<file path="config.mk">
export PLATFORM = sky130hd
export DESIGN_NAME = pc_fetch_ctrl_flat
export DESIGN_NICKNAME = d
export VERILOG_FILES = /design/src/rtl/fetch_pkg.sv /design/src/rtl/pc_fetch_ctrl_if.sv /design/src/rtl/fetch_out_buf.sv /design/src/rtl/pc_fetch_ctrl.sv /design/src/flat_wrapper.sv
export SDC_FILE = /design/constraint.sdc
export NUM_CORES = 1
export LEC_CHECK = 0
export ABC_AREA = 1
export CAP_MARGIN = 15
export CORE_ASPECT_RATIO = 1.5
export CORE_UTILIZATION = 30
export CTS_CLUSTER_SIZE = 25
export DETAILED_ROUTE_END_ITERATION = 6
export PLACE_DENSITY = 0.66
export SLEW_MARGIN = 20
export SYNTH_ARGS = -nofsm -noshare
export SYNTH_HDL_FRONTEND = slang
export SYNTH_SLANG_ARGS = --single-unit
</file>
<file path="constraint.sdc">
create_clock -name clk -period 2.31 [get_ports clk]
set_input_delay 0.462 -clock clk [delete_from_list [all_inputs] [get_ports clk]]
set_output_delay 0.462 -clock clk [all_outputs]
set_load 0.005 [all_outputs]
</file>
<file path="src/rtl/fetch_pkg.sv">
// Shared types and constants for the PC fetch controller.
// S_HALT exists only when PC_MISALIGN_TRAP_EN is defined.
package fetch_pkg;

    localparam int PC_W_DEF    = 32;
    localparam int INST_W_DEF  = 32;
    localparam int PC_STEP_DEF = 4;

    // Low PC bits that must be zero for an aligned fetch.
    localparam int                    ALIGN_BITS    = 2;
    localparam logic [ALIGN_BITS-1:0] ALIGN_LO_MASK = '1;

    typedef enum logic [2:0] {
        S_IDLE,
        S_REQ,
        S_WAIT,
`ifdef PC_MISALIGN_TRAP_EN
        S_DROP,
        S_HALT
`else
        S_DROP
`endif
    } fetch_state_e;

endpackage

</file>
<file path="src/rtl/pc_fetch_ctrl_if.sv">
// Instruction-memory request/response bus plus the decode-side
// valid/ready output bundle of the fetch controller.
interface pc_fetch_ctrl_if
    import fetch_pkg::*;
#(
    parameter int PC_W   = PC_W_DEF,
    parameter int INST_W = INST_W_DEF
);

    logic              imem_req;
    logic [PC_W-1:0]   imem_addr;
    logic              imem_gnt;
    logic              imem_rvalid;
    logic [INST_W-1:0] imem_rdata;

    logic              inst_valid;
    logic              inst_ready;
    logic [INST_W-1:0] inst_out;
    logic [PC_W-1:0]   inst_pc;

    modport master (
        output imem_req, imem_addr,
        input  imem_gnt, imem_rvalid, imem_rdata,
        output inst_valid, inst_out, inst_pc,
        input  inst_ready
    );

    modport slave (
        input  imem_req, imem_addr,
        output imem_gnt, imem_rvalid, imem_rdata,
        input  inst_valid, inst_out, inst_pc,
        output inst_ready
    );

endinterface

</file>
<file path="src/rtl/fetch_out_buf.sv">
// Single-entry valid/ready buffer holding a fetched word and its PC.
// Flush beats load, load beats pop.
module fetch_out_buf
    import fetch_pkg::*;
#(
    parameter int INST_W = INST_W_DEF,
    parameter int PC_W   = PC_W_DEF
) (
    input  logic              clk,
    input  logic              rst,
    input  logic              load_i,
    input  logic              flush_i,
    input  logic              pop_i,
    input  logic [INST_W-1:0] data_i,
    input  logic [PC_W-1:0]   pc_i,
    output logic              valid_o,
    output logic [INST_W-1:0] data_o,
    output logic [PC_W-1:0]   pc_o
);

    logic              valid_q, valid_d;
    logic [INST_W-1:0] data_q, data_d;
    logic [PC_W-1:0]   pc_q, pc_d;

    always_comb begin
        valid_d = valid_q;
        data_d  = data_q;
        pc_d    = pc_q;
        if (flush_i) begin
            valid_d = 1'b0;
        end else if (load_i) begin
            valid_d = 1'b1;
            data_d  = data_i;
            pc_d    = pc_i;
        end else if (pop_i) begin
            valid_d = 1'b0;
        end
    end

    always_ff @(posedge clk or posedge rst) begin
        if (rst) begin
            valid_q <= 1'b0;
            data_q  <= '0;
            pc_q    <= '0;
        end else begin
            valid_q <= valid_d;
            data_q  <= data_d;
            pc_q    <= pc_d;
        end
    end

    assign valid_o = valid_q;
    assign data_o  = data_q;
    assign pc_o    = pc_q;

endmodule

</file>
<file path="src/rtl/pc_fetch_ctrl.sv">
// Next-PC generation and imem request/response sequencing.
// PC_MISALIGN_TRAP_EN adds fetch_misalign and the S_HALT trap state.
module pc_fetch_ctrl
    import fetch_pkg::*;
#(
    parameter int INST_W  = INST_W_DEF,
    parameter int PC_W    = PC_W_DEF,
    parameter int PC_STEP = PC_STEP_DEF
) (
    input  logic            clk,
    input  logic            rst,
    input  logic [PC_W-1:0] pc_in,
    output logic [PC_W-1:0] pc_next,
    output logic            pc_ena,
    input  logic            redir_valid,
    input  logic [PC_W-1:0] redir_target,
`ifdef PC_MISALIGN_TRAP_EN
    output logic            fetch_misalign,
`endif
    pc_fetch_ctrl_if.master bus
);

    localparam logic [PC_W-1:0] PC_MASK =
        ~{{(PC_W-ALIGN_BITS){1'b0}}, ALIGN_LO_MASK};

    fetch_state_e    state_q, state_d;
    logic            buf_free;
    logic            req;
    logic            granted;
    logic            accept;
    logic            redir_take;
    logic            halt_pend;
    logic            pending;
    logic [PC_W-1:0] redir_pc;

    assign pending = state_q == S_WAIT || state_q == S_DROP;

`ifdef PC_MISALIGN_TRAP_EN
    logic misalign_q, misalign_d;
    logic misaligned;
    logic outstanding;

    assign misaligned  = |(redir_target & ~PC_MASK);
    assign halt_pend   = misalign_q;
    assign redir_pc    = misaligned ? redir_target
                                    : redir_target & PC_MASK;
    // A fetch still owed by memory after this edge forces a detour via S_DROP.
    assign outstanding = granted || (pending && !bus.imem_rvalid);
    assign misalign_d  = misalign_q | (redir_take & misaligned);

    always_ff @(posedge clk or posedge rst) begin
        if (rst) misalign_q <= 1'b0;
        else     misalign_q <= misalign_d;
    end

    assign fetch_misalign = misalign_q;
`else
    assign halt_pend = 1'b0;
    assign redir_pc  = redir_target & PC_MASK;
`endif

    assign redir_take = redir_valid && !halt_pend
                     && (state_q == S_REQ || pending);
    assign buf_free   = !bus.inst_valid || bus.inst_ready;
    assign req        = (state_q == S_REQ) && buf_free;
    assign granted    = req && bus.imem_gnt;
    assign accept     = (state_q == S_WAIT) && bus.imem_rvalid
                     && !redir_take;

    always_ff @(posedge clk or posedge rst) begin
        if (rst) state_q <= S_IDLE;
        else     state_q <= state_d;
    end

    always_comb begin
        state_d = state_q;
        unique case (state_q)
            S_IDLE: state_d = S_REQ;
            S_REQ: begin
                if (granted) state_d = redir_take ? S_DROP : S_WAIT;
            end
            S_WAIT: begin
                if (bus.imem_rvalid) state_d = S_REQ;
                else if (redir_take) state_d = S_DROP;
            end
            S_DROP: begin
                if (bus.imem_rvalid) state_d = halt_pend ? S_DROP : S_REQ;
`ifdef PC_MISALIGN_TRAP_EN
                if (bus.imem_rvalid && halt_pend) state_d = S_HALT;
`endif
            end
`ifdef PC_MISALIGN_TRAP_EN
            S_HALT: state_d = S_HALT;
`endif
            default: state_d = S_IDLE;
        endcase
`ifdef PC_MISALIGN_TRAP_EN
        if (redir_take && misaligned) begin
            state_d = outstanding ? S_DROP : S_HALT;
        end
`endif
    end

    always_comb begin
        pc_ena  = 1'b0;
        pc_next = '0;
        if (redir_take) begin
            pc_ena  = 1'b1;
            pc_next = redir_pc;
        end else if (accept) begin
            pc_ena  = 1'b1;
            pc_next = pc_in + PC_W'(PC_STEP);
        end
    end

    assign bus.imem_req  = req;
    assign bus.imem_addr = req ? pc_in : '0;

    fetch_out_buf #(
        .INST_W (INST_W),
        .PC_W   (PC_W)
    ) u_out_buf (
        .clk     (clk),
        .rst     (rst),
        .load_i  (accept),
        .flush_i (redir_take),
        .pop_i   (bus.inst_valid && bus.inst_ready),
        .data_i  (bus.imem_rdata),
        .pc_i    (pc_in),
        .valid_o (bus.inst_valid),
        .data_o  (bus.inst_out),
        .pc_o    (bus.inst_pc)
    );

endmodule

</file>
<file path="src/flat_wrapper.sv">
// flat-port wrapper written by rule: the top's interface ports become plain ports
module pc_fetch_ctrl_flat import fetch_pkg::*;
#(
    parameter int INST_W  = INST_W_DEF,
    parameter int PC_W    = PC_W_DEF,
    parameter int PC_STEP = PC_STEP_DEF
)
  (clk, rst, pc_in, pc_next, pc_ena, redir_valid, redir_target, bus_imem_req, bus_imem_addr, bus_imem_gnt, bus_imem_rvalid, bus_imem_rdata, bus_inst_valid, bus_inst_out, bus_inst_pc, bus_inst_ready);
  pc_fetch_ctrl_if #(.PC_W(PC_W), .INST_W(INST_W)) bus_i ();
  input  logic clk;
  input  logic rst;
  input  logic [PC_W-1:0] pc_in;
  output logic [PC_W-1:0] pc_next;
  output logic pc_ena;
  input  logic redir_valid;
  input  logic [PC_W-1:0] redir_target;
  output wire logic [$bits(bus_i.imem_req)-1:0] bus_imem_req;
  output wire logic [$bits(bus_i.imem_addr)-1:0] bus_imem_addr;
  input wire logic [$bits(bus_i.imem_gnt)-1:0] bus_imem_gnt;
  input wire logic [$bits(bus_i.imem_rvalid)-1:0] bus_imem_rvalid;
  input wire logic [$bits(bus_i.imem_rdata)-1:0] bus_imem_rdata;
  output wire logic [$bits(bus_i.inst_valid)-1:0] bus_inst_valid;
  output wire logic [$bits(bus_i.inst_out)-1:0] bus_inst_out;
  output wire logic [$bits(bus_i.inst_pc)-1:0] bus_inst_pc;
  input wire logic [$bits(bus_i.inst_ready)-1:0] bus_inst_ready;
  assign bus_imem_req = bus_i.imem_req;
  assign bus_imem_addr = bus_i.imem_addr;
  assign bus_i.imem_gnt = bus_imem_gnt;
  assign bus_i.imem_rvalid = bus_imem_rvalid;
  assign bus_i.imem_rdata = bus_imem_rdata;
  assign bus_inst_valid = bus_i.inst_valid;
  assign bus_inst_out = bus_i.inst_out;
  assign bus_inst_pc = bus_i.inst_pc;
  assign bus_i.inst_ready = bus_inst_ready;
  pc_fetch_ctrl #(.INST_W(INST_W), .PC_W(PC_W), .PC_STEP(PC_STEP)) u_core (.clk(clk), .rst(rst), .pc_in(pc_in), .pc_next(pc_next), .pc_ena(pc_ena), .redir_valid(redir_valid), .redir_target(redir_target), .bus(bus_i));
endmodule
</file>
Word level (Yosys, flattened, before mapping)

Cells that the tools add are included.

Bits in registers: 68
Input port bits: 102
Output and inout bits: 131
Word-level logic and storage cells: 41

Add/subtract/negate cells: 1
Eq/ne operators: 6
Multiplexer cells: 14
Bitwise gates (word level): 1
Reductions and logical operators: 15

Operators by type and width:

| operator              | number |
|---|---|
| $mux 32               | 3 |
| $add 32x3->32 const B | 1 |
| $mux 3                | 4 |
| $pmux 3 s4            | 1 |
| $eq 3x2->1 const B    | 2 |
| $logic_and 1x1->1     | 6 |
| $mux 1                | 6 |
| $eq 3x1->1 const B    | 1 |
| $logic_not 3->1       | 1 |
| $logic_or 1x1->1      | 3 |
| $ne 3x2->1 const B    | 1 |
| $reduce_and 3->1      | 1 |
| $reduce_bool 3->1     | 1 |
| $logic_not 1->1       | 2 |
| $ne 2x1->1 const B    | 1 |
| $ne 2x2->1 const B    | 1 |
| $reduce_and 2->1      | 1 |
| $not 1->1             | 1 |

Longest topological paths before layout

Word-level depth: 8
Gate-level depth with buffers: 9
Mapped depth without buffers: 9

Modules after synthesis

Synthesis repeated with hierarchy kept, for this count alone.

Cell total of the unflattened synthesis: 644
Area, all modules: 4200.3 um^2

By module, submodules not included:

| module        | instances | cells an instance | area each (um^2) |
|---|---|---|---|
| fetch_out_buf | 1         | 284               | 2592.5 |
| pc_fetch_ctrl | 1         | 360               | 1607.8 |

Worst setup path after synthesis

Ideal clock, no wire load.

Path kind: input to output
Start: input port pc_in[2]
End: output port pc_next[30]
Arrival time: 1.319 ns
Required time: 1.848 ns
Setup slack: 0.529 ns
Stages on the path: 8
Cells stage by stage: ha_1 > nand2_1 > nor2_4 > nand3_4 > nor2_4 > nand3_1 > nand2_1 > nand3_1

Longest elaborated chain between the ends: 3

RTL lines:

| item          | line                 | source |
|---|---|---|
| from (decl)   | flat_wrapper.sv:12   | `input logic [PC_W-1:0] pc_in;` |
| $add 32x3->32 | pc_fetch_ctrl.sv:112 | `pc_next = pc_in + PC_W'(PC_STEP);` |
| $mux 32       | pc_fetch_ctrl.sv:110 | `end else if (accept) begin` |
| $mux 32       | pc_fetch_ctrl.sv:107 | `if (redir_take) begin` |
| to (decl)     | flat_wrapper.sv:13   | `output logic [PC_W-1:0] pc_next;` |

Every way passes these cells.

Final worst setup path

Start: register u_core.state_q[1]
End: output port pc_next[3]

Longest elaborated chain between the ends: 8

RTL lines:

| item                                 | line                                     | source |
|---|---|---|
| from (decl)                          | pc_fetch_ctrl.sv:26                      | `fetch_state_e state_q, state_d;` |
| from (signal assigned)               | pc_fetch_ctrl.sv:72                      | `else state_q <= state_d;` |
| $eq 3x2->1, on equally long branches | pc_fetch_ctrl.sv:36, pc_fetch_ctrl.sv:67 |  |
| $logic_or 1x1->1                     | pc_fetch_ctrl.sv:36                      | `assign pending = state_q == S_WAIT \|\| state_q == S_DROP;` |
| $logic_or 1x1->1                     | pc_fetch_ctrl.sv:63                      | `&& (state_q == S_REQ \|\| pending);` |
| $logic_and 1x1->1                    | pc_fetch_ctrl.sv:63                      |  |
| $logic_not 1->1                      | pc_fetch_ctrl.sv:68                      | `&& !redir_take;` |
| $logic_and 1x1->1                    | pc_fetch_ctrl.sv:68                      |  |
| $mux 32                              | pc_fetch_ctrl.sv:110                     |  |
| $mux 32 (*)                          | pc_fetch_ctrl.sv:107                     |  |

Mark *: on every way between the ends. The rest lies on a longest branch, timed or not.

==> results.toml <==
[yosys]
yosys_warnings = 0
synth_top_area_cell = "dfrtp_1"
synth_top_area_share = 0.4395
syn_area_mm2 = 0.003815
synth_cell_types = 28
ys_top_cells_by_area = "dfrtp_1 44%, nand2_1 21%, nor2_1 9.2%"
ys_seq_area_frac = 0.4395
ys_seq_elements = 67
synth_nets = 668
postSynthAreaPerCell_um2 = 6.752
synthCells = 565

[sta]
slew_viol_final = 0
hold_slack_ps = 476.5
setup-violations-final = 0
fmax_mhz = 441.0
maxSlewHeadroom = 0.6033
period_share = 0.9816
worst_pin_slew_ps = 594.3
fin_crit_ps = 2268
skew_ps = 4.155
rsz0062_at_grt = "yes"
hold_viol_final = 0
setup-tns-final_ps = 0
setup_ws_ps = 42.40

[status]
status = "complete, no violations"

[cells_and_area]
fin_cells = 1077
nets = 1015
finalCoreUtilization = 0.6272
final_area_mm2 = 0.007809
syn_to_final_growth_pct = 104.7
drive_above_1_share = 0.2955
final_common_cell = "nand2_1"
layout_common_cells = "198 x nand2_1, 136 x clkdlybuf4s50_1, 103 x buf_4"
fill_cells = 1081

[placement]
dp_slack_ps = -723.9
dpl.hpwl_um = 12050
gp_congestion = 0.8972
io_buffers = 230
post-place-cells = 1017
placed_cell_area_mm2 = 0.006924

[worst_hold_path]
hold_start = "u_core.u_out_buf.data_o[11]"
hold_path_class = "register to register"

[route]
firstDrtPassIters = 5
viasPerCell = 4.702
finalWirelength_um = 16380
drc_errors = 0
ant_nets = 0
wire_per_inst_um = 15.21
drtIter0Drc = 168
via_count = 5064

[floorplanning]
initial_core_util = 0.3064
floorplan.die.width_um = 94.08
rows = 50
dieArea_mm2 = 0.01318
ioPinCount = 233
core_area_mm2 = 0.01245
die_h_um = 140.1

[clocking]
cts_tree = "yes"
postCtsHoldBufs = 0
htree_num_levels = 3
cts_root_buffer = "clkbuf_16"
cts_num_sinks = 67
clk_transition_reported_paths_ps = 60
clk_path_buf_depth = 2
clk_latency_ps = 340
cts_buffers = 9

[critical_path]
critPathMaxFanout = 14
required_ps = 1850
crit_start = "u_core.state_q[1]"
path_class = "register to output pin"
arrival_ps = 1810
rr_startpoint = "u_core.state_q[0]"
cp-start-kind = "register"
cp-end-kind = "output pin"

[global_routing]
grt_pass1_vias = 5198
grt_max_degree = 34
gr-total-overflow = 0
grt_first_pass_wirelength_um = 24710
grt_usage = 0.2445
antenna_found_initial = 4

[power_and_ir_drop]
ir_worst_vdd_v = 0.0005431
finalPower_mw = 6.269
p_per_area_mw_per_mm2 = 802.8
power_leakage_nw = 3.940

[job]
drv_cap = 0
cells by family after synthesis:
| group | after synthesis | share of synthesized area |
|---|---|---|
| AOI/OAI and AO/OA | 45 | 0.06330 |
| DFF | 67 | 0.4395 |
| xor gates and xnor gates | 1 | 0.002296 |
| adders and majority gates | 1 | 0.003279 |
| buffers and inverters | 71 | 0.07707 |
| and+or+nand+nor | 380 | 0.4146 |
routing by layer:
layer  GRT usage  up-vias  part of all wire
li1            -     2459                 -
met1      0.2504     2337              0.37
met2      0.4410      215              0.52
met3     0.05483       53             0.064
met4      0.1490        0             0.046
met5           0        -                 0
worst max-delay path, stage by stage (launching register included):
cell	delay (ps)
dfrtp_1	400
inv_2	100
nor2_4	60
nand3_4	140
clkinv_4	100
buf_12	150
buf_4	120
a22o_1	180
clkdlybuf4s15_1	220
cell usage after synthesis (all sizes together):
cell,count
a21oi,2
a22o,1
buf,13
clkbuf,10
dfrtp,67
ha,1
inv,48
nand2,219
nand3,48
nand3b,1
nand4,5
nor2,102
nor3,3
nor3b,1
o211ai,4
o21ai,37
o21bai,1
or2,1
xor2,1
power by group:
| part | switching, mW | internal [mW] | total (mW) |
|---|---|---|---|
| clock | 0.554 | 0.844 | 1.40 |
| sequential | 0.314 | 1.73 | 2.04 |
| combinational | 1.08 | 1.75 | 2.83 |
registers in the layout, indices dropped and copies added, names as in the netlist:
| name | count |
|---|---|
| u_core.u_out_buf.data_o | 32 |
| u_core.u_out_buf.pc_o | 32 |
| u_core.state_q | 2 |
| u_core.u_out_buf.valid_o | 1 |
what timing repair did:
item / 4_1_cts / 5_1_grt
resized for setup: 251 / 87
pin swaps: 26 / 15
endpoints found under the setup margin: 65 / 34
setup buffers: 30 / 7
cloned: 2 / 2
worst paths after layout:
path | to | slack (ps) | cells after the start
max | pc_next[3] | 40 | 8
min | u_core.u_out_buf.data_o[11] | 480 | 2
max reg2reg | u_core.state_q[0] | 690 | 9
min reg2reg | u_core.u_out_buf.data_o[11] | 480 | 2
max in group asynchronous | u_core.u_out_buf.pc_o[21] | 1260 | 3
min in group asynchronous | u_core.u_out_buf.data_o[26] | 510 | 2
layout make-up:
class                           instances  area (um^2)  share of cell area
Multi-Input combinational cell        427         2147              0.2750
Tap cell                              156        195.2             0.02500
Antenna cell                            4        10.01            0.001282
Inverter                               48        190.2             0.02436
Sequential cell                        67         1677              0.2147
Clock buffer                            9        225.2             0.02884
Timing Repair Buffer                  359         3288              0.4211
Clock inverter                          7        76.32            0.009774
Power figures use the tool's default switching activity.
